[config.mk]
export PLATFORM = sky130hd
export DESIGN_NAME = exa_cfg_ctrl_flat
export DESIGN_NICKNAME = d
export VERILOG_FILES = /design/src/rtl/exa_cfg_ctrl_pkg.sv /design/src/rtl/exa_cfg_ctrl_if.sv /design/src/rtl/exa_cfg_ctrl_settle_timer.sv /design/src/rtl/exa_cfg_ctrl.sv /design/src/flat_wrapper.sv
export SDC_FILE = /design/constraint.sdc
export NUM_CORES = 1
export LEC_CHECK = 0
export CAP_MARGIN = 0
export CORE_ASPECT_RATIO = 1.75
export CORE_MARGIN = 1.5
export CORE_UTILIZATION = 45
export CTS_CLUSTER_SIZE = 28
export DETAILED_ROUTE_END_ITERATION = 6
export GPL_ROUTABILITY_DRIVEN = 0
export PLACE_DENSITY_LB_ADDON = 0.08
export SETUP_SLACK_MARGIN = 0.2
export SYNTH_ARGS = -nofsm -noshare
export SYNTH_HDL_FRONTEND = slang
export SYNTH_SLANG_ARGS = --single-unit
[constraint.sdc]
create_clock -name Clk_CI -period 2.2 [get_ports Clk_CI]
set_input_delay 0.44 -clock Clk_CI [delete_from_list [all_inputs] [get_ports Clk_CI]]
set_output_delay 0.44 -clock Clk_CI [all_outputs]
set_load 0.005 [all_outputs]
[src/rtl/exa_cfg_ctrl_pkg.sv]
// Shared types and parameter defaults for the EXA configuration sequencer.
package exa_cfg_ctrl_pkg;

  localparam int unsigned EXA_ADDR_WIDTH    = 5;
  localparam int unsigned EXA_MEM_WIDTH     = 32;
  localparam int unsigned EXA_SETTLE_CYCLES = 3;

  typedef enum logic [1:0] {
    ST_UNCFG  = 2'd0,
    ST_LOAD   = 2'd1,
    ST_SETTLE = 2'd2,
    ST_RUN    = 2'd3
  } exa_state_e;

  // Counter width able to hold SETTLE_CYCLES-1 (at least one bit).
  function automatic int unsigned settle_width(input int unsigned cycles);
    return (cycles <= 2) ? 1 : $clog2(cycles);
  endfunction

endpackage

[src/rtl/exa_cfg_ctrl_if.sv]
// Host-side configuration bus of exa_cfg_ctrl: burst command plus valid/ready parameter stream.
interface exa_cfg_ctrl_if
  import exa_cfg_ctrl_pkg::*;
#(
  parameter int unsigned ADDR_WIDTH = EXA_ADDR_WIDTH,
  parameter int unsigned MEM_WIDTH  = EXA_MEM_WIDTH
) ();

  logic                  Start_SI;
  logic [ADDR_WIDTH-1:0] BaseAddr_DI;
  logic [ADDR_WIDTH:0]   Len_DI;
  logic                  Abort_SI;
  logic                  CfgValid_SI;
  logic [MEM_WIDTH-1:0]  CfgData_DI;
  logic                  CfgReady_SO;

  modport master (
    output Start_SI, BaseAddr_DI, Len_DI, Abort_SI, CfgValid_SI, CfgData_DI,
    input  CfgReady_SO
  );

  modport slave (
    input  Start_SI, BaseAddr_DI, Len_DI, Abort_SI, CfgValid_SI, CfgData_DI,
    output CfgReady_SO
  );

endinterface

[src/rtl/exa_cfg_ctrl_settle_timer.sv]
// Loadable down-counter with zero flag; times the EXA settle window after the last write.
module exa_cfg_ctrl_settle_timer
  import exa_cfg_ctrl_pkg::*;
#(
  parameter int unsigned WIDTH = settle_width(EXA_SETTLE_CYCLES)
) (
  input  logic             clk_i,
  input  logic             rst_i,
  input  logic             load_i,
  input  logic [WIDTH-1:0] load_val_i,
  input  logic             dec_i,
  output logic             zero_o
);

  logic [WIDTH-1:0] cnt_q;

  always_ff @(posedge clk_i) begin
    if (rst_i) begin
      cnt_q <= '0;
    end else if (load_i) begin
      cnt_q <= load_val_i;
    end else if (dec_i && (cnt_q != '0)) begin
      cnt_q <= cnt_q - 1'b1;
    end
  end

  assign zero_o = (cnt_q == '0);

endmodule

[src/rtl/exa_cfg_ctrl.sv]
// Configuration sequencer for the EXA datapath: bursts parameter words into EXA and gates ExaEn.
// Optional feature macro EXA_CFG_CHECKSUM_EN adds Checksum_DO (sum of words of the current burst).
module exa_cfg_ctrl
  import exa_cfg_ctrl_pkg::*;
#(
  parameter int unsigned ADDR_WIDTH    = EXA_ADDR_WIDTH,
  parameter int unsigned MEM_WIDTH     = EXA_MEM_WIDTH,
  parameter int unsigned SETTLE_CYCLES = EXA_SETTLE_CYCLES
) (
  input  logic                  Clk_CI,
  input  logic                  Rst_RI,
  exa_cfg_ctrl_if.slave         cfg,
  output logic                  WrEn_SO,
  output logic [ADDR_WIDTH-1:0] Addr_DO,
  output logic [MEM_WIDTH-1:0]  PAR_Out_DO,
  output logic                  ExaEn_SO,
  output logic                  Busy_SO,
  output logic                  Done_SO,
  output logic                  Err_SO
`ifdef EXA_CFG_CHECKSUM_EN
  ,
  output logic [MEM_WIDTH-1:0]  Checksum_DO
`endif
);

  localparam int unsigned         SETTLE_W    = settle_width(SETTLE_CYCLES);
  localparam logic [SETTLE_W-1:0] SETTLE_LOAD = SETTLE_W'(SETTLE_CYCLES - 1);
  localparam logic [ADDR_WIDTH:0] DEPTH       = {1'b1, {ADDR_WIDTH{1'b0}}};
  localparam logic [ADDR_WIDTH:0] LEN_ONE     = (ADDR_WIDTH + 1)'(1);

  exa_state_e            state_q;
  logic [ADDR_WIDTH-1:0] addr_q;
  logic [ADDR_WIDTH:0]   remain_q;
  logic                  cfg_ready_q;
  logic                  wren_q;
  logic [ADDR_WIDTH-1:0] addr_out_q;
  logic [MEM_WIDTH-1:0]  par_q;
  logic                  exaen_q;
  logic                  busy_q;
  logic                  done_q;
  logic                  err_q;

  logic cmd_idle;
  logic len_ok;
  logic start_ok;
  logic beat;
  logic last_beat;
  logic settle_zero;

  always_comb begin
    cmd_idle  = (state_q == ST_UNCFG) || (state_q == ST_RUN);
    len_ok    = (cfg.Len_DI != '0) && (cfg.Len_DI <= DEPTH);
    start_ok  = cmd_idle && cfg.Start_SI && len_ok;
    // A beat coincident with Abort is dropped, so it never reaches EXA or the checksum.
    beat      = (state_q == ST_LOAD) && cfg_ready_q && cfg.CfgValid_SI && !cfg.Abort_SI;
    last_beat = (remain_q == LEN_ONE);
  end

  exa_cfg_ctrl_settle_timer #(
    .WIDTH (SETTLE_W)
  ) u_settle_timer (
    .clk_i      (Clk_CI),
    .rst_i      (Rst_RI),
    .load_i     (beat && last_beat),
    .load_val_i (SETTLE_LOAD),
    .dec_i      (state_q == ST_SETTLE),
    .zero_o     (settle_zero)
  );

  always_ff @(posedge Clk_CI) begin
    if (Rst_RI) begin
      state_q     <= ST_UNCFG;
      addr_q      <= '0;
      remain_q    <= '0;
      cfg_ready_q <= 1'b0;
      wren_q      <= 1'b0;
      addr_out_q  <= '0;
      par_q       <= '0;
      exaen_q     <= 1'b0;
      busy_q      <= 1'b0;
      done_q      <= 1'b0;
      err_q       <= 1'b0;
    end else begin
      wren_q <= 1'b0;
      done_q <= 1'b0;
      err_q  <= 1'b0;
      case (state_q)
        ST_UNCFG, ST_RUN: begin
          if (cfg.Start_SI) begin
            if (len_ok) begin
              state_q     <= ST_LOAD;
              addr_q      <= cfg.BaseAddr_DI;
              remain_q    <= cfg.Len_DI;
              cfg_ready_q <= 1'b1;
              busy_q      <= 1'b1;
              exaen_q     <= 1'b0;
            end else begin
              err_q <= 1'b1;
            end
          end
        end
        ST_LOAD: begin
          if (cfg.Abort_SI) begin
            state_q     <= ST_UNCFG;
            cfg_ready_q <= 1'b0;
            busy_q      <= 1'b0;
            err_q       <= 1'b1;
          end else begin
            err_q <= cfg.Start_SI;
            if (beat) begin
              wren_q     <= 1'b1;
              addr_out_q <= addr_q;
              par_q      <= cfg.CfgData_DI;
              addr_q     <= addr_q + 1'b1;
              remain_q   <= remain_q - 1'b1;
              if (last_beat) begin
                state_q     <= ST_SETTLE;
                cfg_ready_q <= 1'b0;
              end
            end
          end
        end
        ST_SETTLE: begin
          if (cfg.Abort_SI) begin
            state_q <= ST_UNCFG;
            busy_q  <= 1'b0;
            err_q   <= 1'b1;
          end else begin
            err_q <= cfg.Start_SI;
            if (settle_zero) begin
              state_q <= ST_RUN;
              busy_q  <= 1'b0;
              exaen_q <= 1'b1;
              done_q  <= 1'b1;
            end
          end
        end
        default: state_q <= ST_UNCFG;
      endcase
    end
  end

`ifdef EXA_CFG_CHECKSUM_EN
  logic [MEM_WIDTH-1:0] sum_q;

  always_ff @(posedge Clk_CI) begin
    if (Rst_RI) begin
      sum_q <= '0;
    end else if (start_ok) begin
      sum_q <= '0;
    end else if (beat) begin
      sum_q <= sum_q + cfg.CfgData_DI;
    end
  end

  assign Checksum_DO = sum_q;
`else
  logic unused_start_ok;
  assign unused_start_ok = start_ok;
`endif

  assign cfg.CfgReady_SO = cfg_ready_q;
  assign WrEn_SO         = wren_q;
  assign Addr_DO         = addr_out_q;
  assign PAR_Out_DO      = par_q;
  assign ExaEn_SO        = exaen_q;
  assign Busy_SO         = busy_q;
  assign Done_SO         = done_q;
  assign Err_SO          = err_q;

endmodule

[src/flat_wrapper.sv]
// flat-port wrapper written by rule: the top's interface ports become plain ports
module exa_cfg_ctrl_flat import exa_cfg_ctrl_pkg::*;
#(
  parameter int unsigned ADDR_WIDTH    = EXA_ADDR_WIDTH,
  parameter int unsigned MEM_WIDTH     = EXA_MEM_WIDTH,
  parameter int unsigned SETTLE_CYCLES = EXA_SETTLE_CYCLES
)
  (Clk_CI, Rst_RI, WrEn_SO, Addr_DO, PAR_Out_DO, ExaEn_SO, Busy_SO, Done_SO, Err_SO, cfg_Start_SI, cfg_BaseAddr_DI, cfg_Len_DI, cfg_Abort_SI, cfg_CfgValid_SI, cfg_CfgData_DI, cfg_CfgReady_SO);
  exa_cfg_ctrl_if #(.ADDR_WIDTH(ADDR_WIDTH), .MEM_WIDTH(MEM_WIDTH)) cfg_i ();
  input  logic Clk_CI;
  input  logic Rst_RI;
  output logic WrEn_SO;
  output logic [ADDR_WIDTH-1:0] Addr_DO;
  output logic [MEM_WIDTH-1:0] PAR_Out_DO;
  output logic ExaEn_SO;
  output logic Busy_SO;
  output logic Done_SO;
  output logic Err_SO;
  input wire logic [$bits(cfg_i.Start_SI)-1:0] cfg_Start_SI;
  input wire logic [$bits(cfg_i.BaseAddr_DI)-1:0] cfg_BaseAddr_DI;
  input wire logic [$bits(cfg_i.Len_DI)-1:0] cfg_Len_DI;
  input wire logic [$bits(cfg_i.Abort_SI)-1:0] cfg_Abort_SI;
  input wire logic [$bits(cfg_i.CfgValid_SI)-1:0] cfg_CfgValid_SI;
  input wire logic [$bits(cfg_i.CfgData_DI)-1:0] cfg_CfgData_DI;
  output wire logic [$bits(cfg_i.CfgReady_SO)-1:0] cfg_CfgReady_SO;
  assign cfg_i.Start_SI = cfg_Start_SI;
  assign cfg_i.BaseAddr_DI = cfg_BaseAddr_DI;
  assign cfg_i.Len_DI = cfg_Len_DI;
  assign cfg_i.Abort_SI = cfg_Abort_SI;
  assign cfg_i.CfgValid_SI = cfg_CfgValid_SI;
  assign cfg_i.CfgData_DI = cfg_CfgData_DI;
  assign cfg_CfgReady_SO = cfg_i.CfgReady_SO;
  exa_cfg_ctrl #(.ADDR_WIDTH(ADDR_WIDTH), .MEM_WIDTH(MEM_WIDTH), .SETTLE_CYCLES(SETTLE_CYCLES)) u_core (.Clk_CI(Clk_CI), .Rst_RI(Rst_RI), .cfg(cfg_i), .WrEn_SO(WrEn_SO), .Addr_DO(Addr_DO), .PAR_Out_DO(PAR_Out_DO), .ExaEn_SO(ExaEn_SO), .Busy_SO(Busy_SO), .Done_SO(Done_SO), .Err_SO(Err_SO));
endmodule
Word level (Yosys, flattened, before mapping)
Cells that the tools add are included.
- flip-flop bits (word level): 58
- input bits: 48
- output and inout bits: 43
- word-level logic and storage cells: 100
- $add $sub $neg: 3
- $lt $le $gt $ge: 1
- eq/ne operators: 14
- mux-type cells: 41
- bitwise logic cells: 3
- reductions and logical operators: 25
- operators by type and width (cell ; count):
    $mux 6 ; 4
    $mux 5 ; 4
    $reduce_and 5->1 ; 4
    $mux 2 ; 9
    $mux 1 ; 17
    $pmux 6 s2 ; 1
    $pmux 5 s2 ; 1
    $ne 3x2->1 const B ; 3
    $ne 2x2->1 const B ; 4
    $reduce_bool 2->1 ; 4
    $eq 6x1->1 const B ; 1
    $le 6x6->1 const B ; 1
    $logic_and 1x1->1 ; 6
    $ne 2x1->1 const B ; 3
    $pmux 1 s2 ; 3
    $pmux 2 s3 ; 1
    $reduce_bool 6->1 ; 1
    $reduce_or 2->1 ; 3
    $reduce_or 3->1 ; 2
    $sub 6x1->6 const B ; 1
    $add 5x1->5 const B ; 1
    $eq 2x2->1 const B ; 2
    $logic_not 2->1 ; 2
    $reduce_and 4->1 ; 1
    6 further kinds ; 8

Longest topological paths before layout
- depth after elaboration: 7
- depth in mapped cells: 7
- mapped depth without buffers: 6

Hierarchy
Synthesis repeated with hierarchy kept, for this count alone.
- cell total of the unflattened synthesis: 330
- area, all modules: 2662.6 um^2
- by module, submodules not included (module ; times used ; cells each ; area an instance (um^2) ; sequential area each (um^2)):
    exa_cfg_ctrl ; 1 ; 316 ; 2536.2 ; 1121.1
    exa_cfg_ctrl_settle_timer ; 1 ; 14 ; 126.4 ; 40.0

Worst setup path before layout
Ideal clock, no wire load.
- kind: input -> register
- start point: in cfg_Len_DI[0]
- end point: reg u_core.state_q[0]
- library setup time: 72 ps
- arrival: 1769 ps
- required time: 2128 ps
- slack: 359 ps
- cell stages on the path: 5
- buffers on the path: 1
- cells stage by stage: or3_1 o311a_1 clkbuf_1 o22ai_1 mux2i_1
- longest elaborated chain between the ends: 4
- elaborated cells on any way between the ends: 5
- those cells by class: order compare (1); eq/ne (1); reduce/logical (3)
- ends and longest elaborated chain (element ; line ; source):
    start, declared ; flat_wrapper.sv:21 ; input wire logic [$bits(cfg_i.Len_DI)-1:0] cfg_Len_DI;
    $le 6x6->1 or $reduce_bool 6->1 (tied branches) ; exa_cfg_ctrl.sv:52 ; len_ok = (cfg.Len_DI != '0) && (cfg.Len_DI <= DEPTH);
    $logic_and 1x1->1 * ; exa_cfg_ctrl.sv:52 ;
    $ne 2x1->1 (no line) * ; -- ;
    $reduce_and 5->1 (no line) * ; -- ;
    end signal, assigned ; exa_cfg_ctrl.sv:72 ; state_q <= ST_UNCFG;
    end signal, assigned ; exa_cfg_ctrl.sv:91 ; state_q <= ST_LOAD;
    end signal, assigned ; exa_cfg_ctrl.sv:104 ; state_q <= ST_UNCFG;
    end, declared ; exa_cfg_ctrl.sv:31 ; exa_state_e state_q;
Mark *: on every way between the ends. The rest lies on a longest branch, timed or not.
A chain may end at the register's enable or synchronous reset.

Worst setup path in the final report
- start point: in cfg_Len_DI[0]
- end point: reg u_core.remain_q[2]
- longest elaborated chain between the ends: 4
- elaborated cells on any way between the ends: 5
- those cells by class: order compare (1); eq/ne (1); reduce/logical (3)
- ends and longest elaborated chain (element ; line ; source):
    $le 6x6->1 or $reduce_bool 6->1 (tied branches) ; exa_cfg_ctrl.sv:52 ;
    $logic_and 1x1->1 * ; exa_cfg_ctrl.sv:52 ;
    $ne 2x1->1 (no line) * ; -- ;
    $reduce_and 5->1 (no line) * ; -- ;
    end signal, assigned ; exa_cfg_ctrl.sv:93 ; remain_q <= cfg.Len_DI;
    end signal, assigned ; exa_cfg_ctrl.sv:115 ; remain_q <= remain_q - 1'b1;
    end, declared ; exa_cfg_ctrl.sv:33 ; logic [ADDR_WIDTH:0] remain_q;
Marks and branches as above.

==> summary.md <==
| Metric | Value |
|---|---|
| Overall Power | `2.98 mW` |
| Mapped Avg Cell Area | `8.03 um^2` |
| Initial antenna violation count | `0` |
| Number of max-cap violations | `0` |
| Area of the core | `0.00559 mm^2` |
| Clk_skew | `0.00658 ns` |
| Fin Setup TNS | `0 ns` |
| FF-to-FF setup slack | `0.36 ns` |
| Met3 Usage GRT | `6.62%` |
| P&R area growth vs syn | `48.6%` |
| CTS clk-pin slew, worst paths | `0.06 ns` |
| Post-synthesis mux area share | `under 10%` |
| Slew @ Worst Pin | `0.561 ns` |
| CTS tree | `built` |
| Largest net degree at the start of global routing | `54` |
| Tmin final | `1.96 ns` |
| Seq cells post-synth | `58` |
| CTS Buffer Depth | `2` |
| WP depth | `7` |
| Layout Utilization | `69.4%` |
| Vias | `2,689` |
| Die X | `60.6 um` |
| Vias in the first global route | `2,482` |
| Synthesized instance count | `325` |
| DRC errors left | `0` |
| Worst Hold Class | `reg -> reg` |
| Gate power share | `31.5%` |
| Port bufs | `90` |
| Sw Share | `around a third` |
| Hpwl dp | `5160 um` |
| R2r endpoint | `u_core.remain_q[5]` |
| Setup CP Type | `in -> reg` |
| Main combinational cell family by area after synthesis | `compound AO/OA/AOI/OAI gates` |
| CP Buf/Inv Count | `3` |
| VDD IR max | `0.506 mV` |
| Pre-antenna DRT Iters | `4` |
| Ys Warns | `0` |
| Post-layout instance area | `0.00388 mm^2` |
| Cts hold-fix bufs | `0` |
| Power Dens Cells | `769 mW/mm^2` |
| Hold EP | `u_core.PAR_Out_DO[27]` |
| CP endpoint kind | `flip-flop` |
| Global route total overflow | `0` |
| Met2 Usage GRT | `a little under two fifths` |
| # H-tree levels | `3` |
| Critical Path RT | `about 2.4 ns` |
| Setup Viol. Count Final | `0` |
| Final period util | `approximately nine tenths` |
| Starting density of the core | `46.7%` |
| Worst Reg-to-Reg Cells | `4` |
| Top cells by area, synth | `dfxtp_1 (44%), nand2_1 (13%), a21oi_1 (8.8%), ha_1 (3.4%), o21ai_0 (2.5%)` |
| Seq pwr share | `around 41%` |
| Syn Std Cell Area | `about 0.0026 mm^2` |
| Crit path arrival time | `between 2 and 2.5 ns` |
| Synth Area in Compound Gates | `22.2%` |
| ANT nets after route | `0` |
| CP cell instances | `clkdlybuf4s50_1, or3_4, buf_4, o311ai_4, a21boi_1, buf_4, a32o_1` |
| Num ports | `91` |
| Power share of the clock group | `27.1%` |
| FP Rows | `36` |
| Clk sinks | `58` |
| Max Clk Rate | `510 MHz` |
| Most common cell after layout, fill and taps aside | `nand2_1` |
| Slew Viols, Final | `0` |
| Num CTS Buffers | `9` |
| Area leader, netlist | `dfxtp_1` |
| GRT Total Usage | `22.6%` |
| Simple-gate share of the synthesized area | `between 20% and 30%` |
| CP max stage cell | `clkdlybuf4s50_1` |
| Setup crit start kind | `input port` |
| Most frequent cells in the layout | `nand2_1 (92), clkdlybuf4s50_1 (89), dfxtp_1 (58), a21oi_1 (46), buf_4 (19)` |
| Status | `completed` |
| Most frequent cell on the critical path | `buf_4` |
| Synth Area in XOR/XNOR | `0.336%` |
| Ys flop type | `dfxtp_1` |
| GRT Max-Usage Layer | `met2` |
| Unrepaired setup endpoints after global routing | `false` |
| Synth Area in Adders | `3.36%` |
| Vias per cell | `~5.3` |
| Crit-path max FO | `6` |
| Slew HR | `between 60 and 70%` |
| Initial drt markers | `roughly 150` |
| Yosys top cell area share | `44.5%` |
| Detailed Route WL | `7220 um` |
| Synth cell types | `47` |
| Cell Int Power | `2.01 mW` |
| EDFF count, synth | `0` |
| Placement Cell Area | `0.00368 mm^2` |
| Root buf cell | `clkbuf_8` |
| Hold depth | `2` |
| Chip height | `104 um` |
| Syn_nets | `380` |
| Register area share after synthesis | `44.5%` |
| HP Start | `u_core.PAR_Out_DO[27]` |
| R2r startpoint | `u_core.remain_q[2]` |
| Skew-Pair Late Insertion Delay | `0.32 ns` |
| Grt met1 use | `24.2%` |
| Fraction of registers with async set/reset | `0%` |
| N_diodes | `0` |
| Layout cells sized above 1 | `11.1%` |
| WL per Instance | `14.2 um` |
| Leakage power | `approximately 1.4 nW` |
| Crit path largest cell delay | `~0.45 ns` |
| First-pass GRT wire length | `around 11,000 um` |
| Nets | `482` |
| Final hold viol count | `0` |
| Switching pwr | `974 uW` |
| Full die area | `0.00628 mm^2` |
| Family with the most delay on the worst path | `buffers and inverters` |
[kinds of logic (layout without fill, tap and decap cells)]
logic type,after synthesis,after routing
buffers and inverters,33,139
AND/OR/NAND/NOR,128,128
AO/OA/AOI/OAI,92,92
multiplexers,6,6
adder cells (fa/ha/maj),7,7
XOR/XNOR,1,1
flip-flops,58,58
[synth_stat cells (3+ instances only)]
cell type	n
buf_6	3
o21ai_0	13
clkbuf_1	12
ha_1	7
o2bb2ai_1	3
inv_1	12
nand3b_1	3
o32ai_1	4
nand2_1	92
a32o_1	3
nor2b_1	5
a21oi_1	46
o211ai_1	6
mux2i_1	5
nor3_1	8
dfxtp_1	58
nor2_1	8
[flip-flops by register name, indices dropped and copies added (netlist names), 2 cells and up]
name                         count
u_core.state_q                   2
u_core.remain_q                  6
u_core.Addr_DO                   5
u_core.PAR_Out_DO               32
u_core.u_settle_timer.cnt_q      2
u_core.addr_q                    5
[how the worst max path moves through the flow]
stage                        startpoint                  to  slack, ns
after floorplan           cfg_Len_DI[0]   u_core.state_q[0]       0.36
after global placement    cfg_Len_DI[0]    u_core.addr_q[2]      -0.06
after detailed placement  cfg_Len_DI[0]   u_core.state_q[1]      -0.11
after CTS                 cfg_Len_DI[0]   u_core.state_q[1]       0.23
after global routing      cfg_Len_DI[0]    u_core.addr_q[2]       0.15
final                     cfg_Len_DI[0]  u_core.remain_q[2]       0.24
[tightest hold or removal path, cell delays in order, from the launching register on]
cell and delay, ns:
dfxtp_1 0.31, nand2_1 0.05, a21oi_1 0.05
[stage by stage]
stage	worst slack, ns	hold WS, ns	instances
floorplan	0.359	0.441	325
global placement	-0.0583	0.441	492
detailed placement	-0.109	0.447	492
CTS	0.229	0.456	507
global route	0.151	0.471	507
finish	0.238	0.453	507
[power by group through the flow]
| stage | clock network [mW] | registers [mW] | logic (mW) |
|---|---|---|---|
| floorplan | 0 | 1.23 | 0.545 |
| global placement | 0 | 1.25 | 0.900 |
| detailed placement | 0 | 1.26 | 0.907 |
| CTS | 0.828 | 1.23 | 0.911 |
| global route | 0.874 | 1.25 | 1.02 |
| finish | 0.807 | 1.24 | 0.940 |
[metal layers]
metal  part of all wire, %  vias up
li1                      -     1332
met1                    39     1229
met2                    52      105
met3                   6.4       23
met4                   3.2        0
met5                     0        -
[layout make-up]
| class | instances | area [um^2] |
|---|---|---|
| Fill cell | 506 | 1710 |
| Multi-Input combinational cell | 234 | 1340 |
| Sequential cell | 58 | 1160 |
| Timing Repair Buffer | 111 | 1080 |
| Clock buffer | 9 | 124 |
| Tap cell | 76 | 95.1 |
| Inverter | 13 | 48.8 |
| Clock inverter | 6 | 35.0 |
[repair_timing]
item | in CTS | in global routing
resized for setup | 0 | 6
setup buffers | 0 | 0
setup endpoints to repair | 0 | 10
hold endpoints to repair | 0 | 0
No activity file was read; power rests on OpenSTA's default activity.
==> RTL edit, RTL diff (config.mk and constraints unchanged) <==
Set the package constant `EXA_SETTLE_CYCLES` to 6 (it was 3).
--- a/src/rtl/exa_cfg_ctrl_pkg.sv
+++ b/src/rtl/exa_cfg_ctrl_pkg.sv
@@ -5,3 +5,3 @@
   localparam int unsigned EXA_MEM_WIDTH     = 32;
-  localparam int unsigned EXA_SETTLE_CYCLES = 3;
+  localparam int unsigned EXA_SETTLE_CYCLES = 6;
 
Function: changed (a bounded check fails within 10 cycles, from zero or initial values and one cycle with Rst_RI high).
==> RTL edit against the unedited design <==
  * First-iteration DRC count down 27%
  * Total power up 7.7%
  * Synthesized area up 2.8%
  * Sequential cell count up 1
  * Utilization down 2.6 points
  * Non-clock buffer count down 9
  * Register-to-register slack better by 0.06 ns
  * Cell count down 1.4%
  * Cell area up 0.55%
  * Routed wire length down 8.8%
  * Clock power up 34%
  * Worst setup slack better by 0.090 ns
  * Combinational power down 7.2%
  * Critical path type unchanged
  * Largest power group unchanged
==> RTL edit: results (changes against the unedited design) <==
multiplexer area fraction after synthesis=0.0261 (+0.00263); clock slew at reported path FFs=0.07 ns; VDD IR max=590 uV (+17%); GR Util met3=0.0619 (-0.00429); Placed Cells=484 (-1.6%); non-filler cells in the finished layout=500 (-1.4%); Clk pwr share=0.335 (+0.064); top layer in use=met4; Synth Area in Compound Gates=0.195 (-0.0275); Logic pwr share=0.271 (-0.044); iteration-0 DRC count of the detailed router=107 (-27%); cells after synthesis=326 (+0.31%); Syn Nets=382 (+0.53%); Metal-1 WL=2590 um (-7.3%); leakage power=1.40 nW (+2.0%); Crit. Startpoint=cfg_Len_DI[1]; met1 GRT Util=0.230 (-0.0118); met2 WL=3500 um (-6.1%); Post-synth top cells=nand2_1 (90), dfxtp_1 (59), a21oi_1 (48); Min-Delay Path Class=input port to flip-flop; FILL cells=522 (+3.2%); PortBufs=90 (unchanged); first-pass iteration count of the detailed router=5 (+1); r2r setup slk=0.42 ns (+0.06 ns); average routed wire per standard cell=13.2 um (-7.5%); Worst EP arrival=2.10 ns (-0.08 ns); Adder-Cell Fraction of Synth Area=0.0373 (+0.00376); depth of the worst register-to-register path=7 (+3); status=finished clean; first-pass GRT wire length=10600 um (-3.6%); Seq/Total Area, Yosys=0.440 (-0.00457); Crit. End Element=flip-flop; worst slew pin tran=0.532 ns (-0.0291 ns); Synth area leaders=dfxtp_1 (44%), nand2_1 (13%), a21oi_1 (9.0%); via count=2512 (-6.6%); net count reported at finish=473 (-1.9%); GRT Resource Usage Total=0.216 (-0.0100); layout cells sized above 1=0.0972 (-0.0142); vias in the first global route=2378 (-4.2%); Worst Skew=0.00901 ns (+0.00243 ns); GR Util met2=0.377 (-0.00559); Synth Area in XOR/XNOR=0.00979 (+0.00644); Net Switching=0.000967 W (-0.68%); largest net degree at the start of global routing=47 (-13%); H-tree levels=3 (unchanged); Root Buffer=clkbuf_8; DP HPWL=4810 um (-6.7%); crit path max fanout=9 (+3)
RTL edit: worst min-delay path by stage:
stage / startpoint / end / slack, ns / cells after the start
finish: Rst_RI / u_core.u_settle_timer.cnt_q[0]$_SDFFE_PP0P_ / 0.42 / 2
CTS: Rst_RI / u_core.u_settle_timer.cnt_q[0]$_SDFFE_PP0P_ / 0.41 / 2
global route: Rst_RI / u_core.remain_q[2]$_SDFFE_PP0P_ / 0.43 / 2
global placement: u_core.PAR_Out_DO[19]$_SDFFE_PP0P_ / u_core.PAR_Out_DO[19]$_SDFFE_PP0P_ / 0.44 / 2
floorplan: u_core.addr_q[4]$_SDFFE_PP0P_ / u_core.Addr_DO[4]$_SDFFE_PP0P_ / 0.45 / 2
detailed placement: u_core.Addr_DO[3]$_SDFFE_PP0P_ / u_core.Addr_DO[3]$_SDFFE_PP0P_ / 0.45 / 2
RTL edit: repair_timing:
action / 4_1_cts / 5_1_grt
buffers inserted: 0 / 0
hold buffers: 0 / 0
gates resized for setup: 0 / 3
endpoints found under the setup margin: 0 / 3
RTL edit: cell type report:
cell class / count / area [sq um] / share of cell area
clock buffers: 10 / 128 / 0.0327
flip-flops and latches: 59 / 1180 / 0.303
multi-input cells: 234 / 1350 / 0.346
well taps: 78 / 97.6 / 0.0250
inverters: 11 / 41.3 / 0.0106
clock inverters: 6 / 90.1 / 0.0231
repair buffers: 102 / 1010 / 0.259
RTL edit: metrics by stage:
step                      power (W)  hold slack [ns]  cell area [sq um]  utilization  worst slack [ns]
after global placement      0.00214            0.441               3660        0.628           0.00679
after CTS                   0.00323            0.407               3880        0.665             0.282
after floorplan             0.00183            0.445               2680            -             0.611
final                       0.00321            0.423               3900        0.668             0.328
after detailed placement    0.00215            0.446               3660        0.628           -0.0377
after global routing        0.00338            0.430               3900        0.668             0.211
